[src/rtl/bcd_convert_arbiter_pkg.sv]
// bcd_convert_arbiter_pkg: shared FSM encoding and BCD constants for the converter arbiter
// Contents: BIN_W operand width, BCD_MAX_BIN largest convertible operand,
//           BCD_SAT saturated result for overflow, state_t one-hot FSM states.
package bcd_convert_arbiter_pkg;
    localparam int BIN_W = 12;
    localparam logic [BIN_W-1:0] BCD_MAX_BIN = 12'd999;
    localparam logic [BIN_W-1:0] BCD_SAT = 12'h999;
    typedef enum logic [3:0] {
        IDLE   = 4'b0001,
        LAUNCH = 4'b0010,
        WAIT   = 4'b0100,
        RESP   = 4'b1000
    } state_t;
endpackage

[src/rtl/bcd_convert_arbiter_if.sv]
// bcd_convert_arbiter_if: requester and converter handshake bundle of the arbiter
// Requester side: req_valid, req_binary -> req_grant, resp_valid, resp_bcd, resp_ovf, resp_timeout, busy
// Converter side: conv_start, conv_ack, conv_rst, conv_binary -> conv_bcd, conv_done
// master: the environment (requesters + converter); slave: the arbiter.
interface bcd_convert_arbiter_if #(parameter int NUM_REQ = 4);
    import bcd_convert_arbiter_pkg::*;
    logic [NUM_REQ-1:0]       req_valid;
    logic [NUM_REQ*BIN_W-1:0] req_binary;
    logic [NUM_REQ-1:0]       req_grant;
    logic [NUM_REQ-1:0]       resp_valid;
    logic [BIN_W-1:0]         resp_bcd;
    logic                     resp_ovf;
    logic                     resp_timeout;
    logic                     busy;
    logic                     conv_start;
    logic                     conv_ack;
    logic                     conv_rst;
    logic [BIN_W-1:0]         conv_binary;
    logic [BIN_W-1:0]         conv_bcd;
    logic                     conv_done;
    modport master (
        output req_valid, req_binary, conv_bcd, conv_done,
        input  req_grant, resp_valid, resp_bcd, resp_ovf, resp_timeout, busy,
               conv_start, conv_ack, conv_rst, conv_binary
    );
    modport slave (
        input  req_valid, req_binary, conv_bcd, conv_done,
        output req_grant, resp_valid, resp_bcd, resp_ovf, resp_timeout, busy,
               conv_start, conv_ack, conv_rst, conv_binary
    );
endinterface

[src/rtl/bcd_convert_arbiter_rr_pick.sv]
// bcd_convert_arbiter_rr_pick: combinational round-robin picker
// Ports: req (request vector), rr (first index to consider) -> idx (winner), found (any request)
module bcd_convert_arbiter_rr_pick #(
    parameter  int NUM_REQ = 4,
    localparam int IDX_W   = $clog2(NUM_REQ)
) (
    input  logic [NUM_REQ-1:0] req,
    input  logic [IDX_W-1:0]   rr,
    output logic [IDX_W-1:0]   idx,
    output logic               found
);
    // Walk offsets from farthest to nearest so the request closest to rr overwrites the rest.
    always_comb begin
        idx = '0;
        found = 1'b0;
        for (int k = NUM_REQ - 1; k >= 0; k--) begin
            if (req[IDX_W'((int'(rr) + k) % NUM_REQ)]) begin
                idx = IDX_W'((int'(rr) + k) % NUM_REQ);
                found = 1'b1;
            end
        end
    end
endmodule

[src/rtl/bcd_convert_arbiter.sv]
// bcd_convert_arbiter: shares one binary-to-BCD converter among NUM_REQ requesters round-robin
// Ports: clk, reset (async, active-high), bus (slave modport): requests/grants/responses
//        towards the requesters and start/ack/rst/done towards the converter.
module bcd_convert_arbiter
    import bcd_convert_arbiter_pkg::*;
#(
    parameter  int NUM_REQ     = 4,
    parameter  int TIMEOUT_CYC = 64,
    localparam int IDX_W       = $clog2(NUM_REQ)
) (
    input  logic clk,
    input  logic reset,
    bcd_convert_arbiter_if.slave bus
);
    localparam int CNT_W = $clog2(TIMEOUT_CYC + 1);
    state_t           state;
    logic [IDX_W-1:0] rr;
    logic [IDX_W-1:0] idx;
    logic [IDX_W-1:0] pick;
    logic             found;
    logic [CNT_W-1:0] cnt;
    logic [BIN_W-1:0] pick_bin;

    bcd_convert_arbiter_rr_pick #(.NUM_REQ(NUM_REQ)) u_pick (
        .req(bus.req_valid),
        .rr(rr),
        .idx(pick),
        .found(found)
    );

    assign pick_bin = bus.req_binary[int'(pick) * BIN_W +: BIN_W];

    function automatic logic [NUM_REQ-1:0] onehot(input logic [IDX_W-1:0] i);
        return NUM_REQ'(1) << i;
    endfunction

    always_ff @(posedge clk or posedge reset) begin
        if (reset) begin
            state <= IDLE;
            rr <= '0;
            idx <= '0;
            cnt <= '0;
            bus.req_grant <= '0;
            bus.resp_valid <= '0;
            bus.resp_bcd <= '0;
            bus.resp_ovf <= 1'b0;
            bus.resp_timeout <= 1'b0;
            bus.busy <= 1'b0;
            bus.conv_start <= 1'b0;
            bus.conv_ack <= 1'b0;
            bus.conv_rst <= 1'b0;
            bus.conv_binary <= '0;
        end else begin
            bus.req_grant <= '0;
            bus.resp_valid <= '0;
            bus.conv_start <= 1'b0;
            bus.conv_ack <= 1'b0;
            bus.conv_rst <= 1'b0;
            case (state)
                IDLE: begin
                    if (found) begin
                        idx <= pick;
                        bus.conv_binary <= pick_bin;
                        bus.req_grant <= onehot(pick);
                        bus.busy <= 1'b1;
                        // Out-of-range operands never reach the converter; answer at once saturated.
                        if (pick_bin > BCD_MAX_BIN) begin
                            bus.resp_valid <= onehot(pick);
                            bus.resp_bcd <= BCD_SAT;
                            bus.resp_ovf <= 1'b1;
                            bus.resp_timeout <= 1'b0;
                            state <= RESP;
                        end else begin
                            bus.conv_start <= 1'b1;
                            state <= LAUNCH;
                        end
                    end
                end
                LAUNCH: begin
                    cnt <= '0;
                    state <= WAIT;
                end
                WAIT: begin
                    cnt <= cnt + 1'b1;
                    // Checking done first lets a result arriving on the last allowed cycle win.
                    if (bus.conv_done) begin
                        bus.resp_bcd <= bus.conv_bcd;
                        bus.conv_ack <= 1'b1;
                        bus.resp_ovf <= 1'b0;
                        bus.resp_timeout <= 1'b0;
                        bus.resp_valid <= onehot(idx);
                        state <= RESP;
                    end else if (cnt == CNT_W'(TIMEOUT_CYC - 1)) begin
                        bus.resp_bcd <= '0;
                        bus.resp_ovf <= 1'b0;
                        bus.resp_timeout <= 1'b1;
                        bus.conv_rst <= 1'b1;
                        bus.resp_valid <= onehot(idx);
                        state <= RESP;
                    end
                end
                RESP: begin
                    rr <= (idx == IDX_W'(NUM_REQ - 1)) ? '0 : idx + 1'b1;
                    bus.busy <= 1'b0;
                    state <= IDLE;
                end
                default: state <= IDLE;
            endcase
        end
    end
endmodule

[src/flat_wrapper.sv]
// flat-port wrapper written by rule: the top's interface ports become plain ports
module bcd_convert_arbiter_flat import bcd_convert_arbiter_pkg::*;
#(
    parameter  int NUM_REQ     = 4,
    parameter  int TIMEOUT_CYC = 64,
    localparam int IDX_W       = $clog2(NUM_REQ)
)
  (clk, reset, bus_req_valid, bus_req_binary, bus_conv_bcd, bus_conv_done, bus_req_grant, bus_resp_valid, bus_resp_bcd, bus_resp_ovf, bus_resp_timeout, bus_busy, bus_conv_start, bus_conv_ack, bus_conv_rst, bus_conv_binary);
  bcd_convert_arbiter_if #(.NUM_REQ(NUM_REQ)) bus_i ();
  input  logic clk;
  input  logic reset;
  input wire logic [$bits(bus_i.req_valid)-1:0] bus_req_valid;
  input wire logic [$bits(bus_i.req_binary)-1:0] bus_req_binary;
  input wire logic [$bits(bus_i.conv_bcd)-1:0] bus_conv_bcd;
  input wire logic [$bits(bus_i.conv_done)-1:0] bus_conv_done;
  output wire logic [$bits(bus_i.req_grant)-1:0] bus_req_grant;
  output wire logic [$bits(bus_i.resp_valid)-1:0] bus_resp_valid;
  output wire logic [$bits(bus_i.resp_bcd)-1:0] bus_resp_bcd;
  output wire logic [$bits(bus_i.resp_ovf)-1:0] bus_resp_ovf;
  output wire logic [$bits(bus_i.resp_timeout)-1:0] bus_resp_timeout;
  output wire logic [$bits(bus_i.busy)-1:0] bus_busy;
  output wire logic [$bits(bus_i.conv_start)-1:0] bus_conv_start;
  output wire logic [$bits(bus_i.conv_ack)-1:0] bus_conv_ack;
  output wire logic [$bits(bus_i.conv_rst)-1:0] bus_conv_rst;
  output wire logic [$bits(bus_i.conv_binary)-1:0] bus_conv_binary;
  assign bus_i.req_valid = bus_req_valid;
  assign bus_i.req_binary = bus_req_binary;
  assign bus_i.conv_bcd = bus_conv_bcd;
  assign bus_i.conv_done = bus_conv_done;
  assign bus_req_grant = bus_i.req_grant;
  assign bus_resp_valid = bus_i.resp_valid;
  assign bus_resp_bcd = bus_i.resp_bcd;
  assign bus_resp_ovf = bus_i.resp_ovf;
  assign bus_resp_timeout = bus_i.resp_timeout;
  assign bus_busy = bus_i.busy;
  assign bus_conv_start = bus_i.conv_start;
  assign bus_conv_ack = bus_i.conv_ack;
  assign bus_conv_rst = bus_i.conv_rst;
  assign bus_conv_binary = bus_i.conv_binary;
  bcd_convert_arbiter #(.NUM_REQ(NUM_REQ), .TIMEOUT_CYC(TIMEOUT_CYC)) u_core (.clk(clk), .reset(reset), .bus(bus_i));
endmodule
[config.mk]
export PLATFORM = sky130hd
export DESIGN_NAME = bcd_convert_arbiter_flat
export DESIGN_NICKNAME = d
export VERILOG_FILES = /design/src/rtl/bcd_convert_arbiter_pkg.sv /design/src/rtl/bcd_convert_arbiter_if.sv /design/src/rtl/bcd_convert_arbiter_rr_pick.sv /design/src/rtl/bcd_convert_arbiter.sv /design/src/flat_wrapper.sv
export SDC_FILE = /design/constraint.sdc
export NUM_CORES = 1
export LEC_CHECK = 0
export ABC_AREA = 1
export CAP_MARGIN = 10
export CORE_MARGIN = 4
export CORE_UTILIZATION = 40
export CTS_BUF_LIST = sky130_fd_sc_hd__clkbuf_4
export CTS_CLUSTER_DIAMETER = 50
export CTS_CLUSTER_SIZE = 14
export DETAILED_ROUTE_END_ITERATION = 8
export PLACE_DENSITY = 0.82
export SYNTH_ARGS = -nofsm -noshare
export SYNTH_HDL_FRONTEND = slang
export SYNTH_HIERARCHICAL = 1
export SYNTH_SLANG_ARGS = --single-unit
[constraint.sdc]
create_clock -name clk -period 2.11 [get_ports clk]
set_input_delay 0.422 -clock clk [delete_from_list [all_inputs] [get_ports clk]]
set_output_delay 0.422 -clock clk [all_outputs]
set_load 0.02 [all_outputs]
==> results by group <==
Clock tree
  – Clk slew on worst S/H paths: 0.17 ns
  – Clk buf depth: 2
  – CTS Buf Count: 5
  – Clk_lat worst skew: about 0.38 ns
  – CTS sink cnt: between 50 and 60
  – H-tree level count: 2
  – Clk root buf: clkbuf_4
  – CTS tree: yes

GRT
  – Gr usage total: 18.6%
  – Vias in the first global route: around 3,000
  – Grt ovf: 0
  – First-pass GRT wire length: approximately 13,000 um
  – Largest net degree at the start of global routing: 54
  – Antenna violations before repair: 0

Timing
  – Final critical-path setup slack: -0.313 ns
  – Fin. Hold Viols: 0
  – Final Setup Violations: 24
  – Max-slew violation count: 0
  – Fin crit period: between 2 and 2.5 ns
  – Clock skew: 0.0145 ns
  – Final TNS setup: -6.00 ns
  – Worst-Margin Slew: 0.427 ns
  – Crit share post-route: 115%
  – Fmax: 0.413 GHz
  – Unrepaired setup endpoints after global routing: true
  – Slew margin rel.: between 70% and 80%

Worst setup path
  – Worst path cell trace: buf_6 > nand2_2 > nand2_2 > inv_2 > nand2_2 > nand3_2 > nand2_1 > nand2_2 > nand2_4 > buf_12 > clkbuf_16 > nand3_1 > nand2_1 > nor2_2 > a21oi_2 > nand2_2 > nand3_4 > buf_6 > nand3_2 > nand2_1
  – Startpoint Class: flip-flop
  – Worst EP arrival: approximately 2.7 ns
  – Most used cell, CP: nand2_2
  – Crit-path max cell delay: around 0.49 ns
  – Setup Crit Path Kind: reg -> reg
  – Crit-path max FO: 8
  – Crit path capture type: flip-flop
  – Top Family by Delay on Critical Path: simple AND/OR/NAND/NOR gates
  – Slowest CP cell: dfrtp_2
  – Req. time, crit path: approximately 2.4 ns
  – CP bufs+invs: 5

Die
  – Rows: 30
  – Die Area: around 0.0085 sq mm
  – IO Pins: approximately 110
  – Die Y-Extent: 92.1 um
  – Starting density of the core: 41.4%
  – Area of the core: 0.00683 sq mm
  – Die X: 92.1 um

Route
  – DRT antenna net count: 0
  – WL/cell: 13.2 um
  – DRT Pass-1 Iters: 4
  – Vias per cell: between 4 and 5
  – Post-Route WL: between 8000 and 9000 um
  – Iteration-0 DRC Markers: approximately 230
  – Routed via count: 3,092
  – # DRC: 0

Power
  – Tot Pwr: roughly 7.8 mW
  – Power Dens Cells: between 1500 and 2000 mW/mm^2
  – Sw Pwr: between 3 and 4 mW
  – Sw Share: a little under half
  – Leakage: 2.31 nW
  – Comb power frac: between 70 and 80%
  – Worst vdd ir: between 900 and 1000 uV
  – Int Pwr: about 4.2 mW
  – Power share of the clock group: around 6.1%
  – Reg power frac: 20.3%

Placed design
  – DP HPWL: slightly below 6000 um
  – Gpl congestion: about 0.83
  – Buffers on Ports: 104

Yosys
  – Seq/Total Area, Yosys: a little under half
  – Post-Synthesis Cells: about 390
  – Synth Area per Inst: 7.30 sq um
  – Synth Warn #: 6
  – Seq cells post-synth: 53
  – Distinct cells, synth: 30
  – Mapped Nets: 459
  – Syn Std Cell Area: 0.00283 sq mm

Worst hold path
  – Worst hold path class: in -> async

Finish
  – Leading cell type in the layout, fill and taps excluded: nand2_1
  – Diode count: 0
  – Final nets: around 610
  – Area growth from synthesis to layout: 65.2%
  – Share of cells above drive strength 1: between 20% and 30%
  – Most frequent cells in the layout: nand2_1 (163), clkdlybuf4s50_1 (104), dfrtp_1 (51)
  – Register Area: 0.00133 sq mm
  – Filler cell count: 540
  – Multi-input combinational cell area: 0.00152 sq mm

Outcome
  – Failing checks: negative setup slack
  – Status: complete, but fails checks

Flow run
  – Max_cap viols: 0
-- stage by stage --
stage | instance area (sq um) | worst slack, ns | utilization [%] | hold WS (ns) | std cells
2_1_floorplan | 2840 | -0.171 | - | 0.440 | 387
3_3_place_gp | 4220 | -0.577 | 61.8 | 0.455 | 613
3_5_place_dp | 4220 | -0.657 | 61.8 | 0.463 | 613
4_1_cts | 4460 | -0.205 | 65.2 | 0.372 | 631
5_1_grt | 4670 | -0.468 | 68.4 | 0.379 | 636
6_report | 4670 | -0.313 | 68.4 | 0.374 | 636
-- repair_timing --
action | in CTS | in global routing
pin swaps | 1 | 33
setup buffers | 9 | 7
hold buffers | 0 | 0
cloned | 1 | 2
endpoints found under the setup margin | 23 | 30
resized for setup | 25 | 46
-- worst paths after layout --
check	startpoint	end	slack (ns)	depth (start not counted)
setup / recovery	u_core/rr[0]	u_core/bus.resp_bcd[4]	-0.31	20
hold / removal	reset	u_core/bus.conv_binary[11]	0.37	3
setup reg to reg	u_core/rr[0]	u_core/bus.resp_bcd[4]	-0.31	20
hold reg to reg	u_core/cnt[6]	u_core/cnt[6]	0.48	1
max in group asynchronous	reset	u_core/state[0]	1.44	3
min in group clk	u_core/cnt[6]	u_core/cnt[6]	0.48	1
-- power by group through the flow --
stage	Clock (mW)	Combinational (mW)	Sequential, mW
finish	0.478	5.76	1.59
global route	0.528	6.28	1.64
CTS	0.491	5.06	1.59
detailed placement	0	4.42	1.61
global placement	0	4.29	1.62
floorplan	0	2.35	1.85
-- cell usage after synthesis --
cell | count | area, sq um
nand4_1 | 6 | 37.5
dfstp_2 | 1 | 26.3
buf_4 | 3 | 22.5
nor2_1 | 21 | 78.8
nand2_4 | 1 | 11.3
nand2_2 | 5 | 31.3
a21oi_1 | 5 | 25.0
o21ai_2 | 1 | 8.76
nand4_2 | 1 | 12.5
ha_1 | 5 | 62.6
o22ai_1 | 1 | 6.26
nand2_1 | 192 | 721
o21ai_1 | 1 | 5.00
nand3_1 | 34 | 170
and2_4 | 1 | 8.76
o31ai_1 | 1 | 7.51
nor2_2 | 3 | 18.8
inv_2 | 8 | 30.0
inv_4 | 1 | 6.26
clkbuf_1 | 3 | 11.3
o21a_1 | 1 | 7.51
nand3_4 | 1 | 17.5
nand3_2 | 1 | 10.0
dfrtp_1 | 52 | 1300
o21ai_0 | 9 | 45.0
buf_1 | 1 | 3.75
nor3_1 | 4 | 20.0
inv_1 | 20 | 75.1
nor2_4 | 1 | 11.3
buf_6 | 3 | 33.8
-- layer usage --
layer / share of wire, % / vias to the layer above / global-route usage [%]
li1: - / 1516 / -
met1: 40 / 1465 / 22.4
met2: 53 / 93 / 34.9
met3: 4.8 / 18 / 2.87
met4: 1.8 / 0 / 4.08
met5: 0 / - / 0
-- sequential cells by signal, summed over array words and instances, names as in the netlist --
name and count:
u_core/bus.conv_ack 1, u_core/cnt 7, u_core/idx 2, u_core/bus.resp_timeout 1
u_core/bus.busy 1, u_core/bus.resp_ovf 1, u_core/bus.resp_bcd 12, u_core/rr 2
u_core/bus.conv_binary 12, u_core/bus.conv_start 1, u_core/bus.resp_valid 4, u_core/bus.conv_rst 1
u_core/bus.req_grant 4, u_core/state 4
-- cell type report --
class / count / area share, %
repair inverters: 1 / 0.188
clock inverters: 3 / 0.536
repair buffers: 154 / 32.2
clock buffers: 5 / 0.804
multi-input cells: 295 / 32.6
inverters: 29 / 2.71
flip-flops and latches: 53 / 28.5
well taps: 96 / 2.57
-- logic make-up after synthesis --
| kind of cell | after synthesis | synth area share, % |
|---|---|---|
| AOI/OAI and AO/OA | 19 | 3.72 |
| adders and majority gates | 5 | 2.21 |
| buffers and inverters | 39 | 6.46 |
| DFF | 53 | 47.0 |
| and+or+nand+nor | 271 | 40.6 |
-- worst min-delay path, cell delays in order --
cell             delay [ns]
clkdlybuf4s50_1        0.41
inv_2                  0.07
buf_12                 0.26
(Power assumes the default switching activity.)
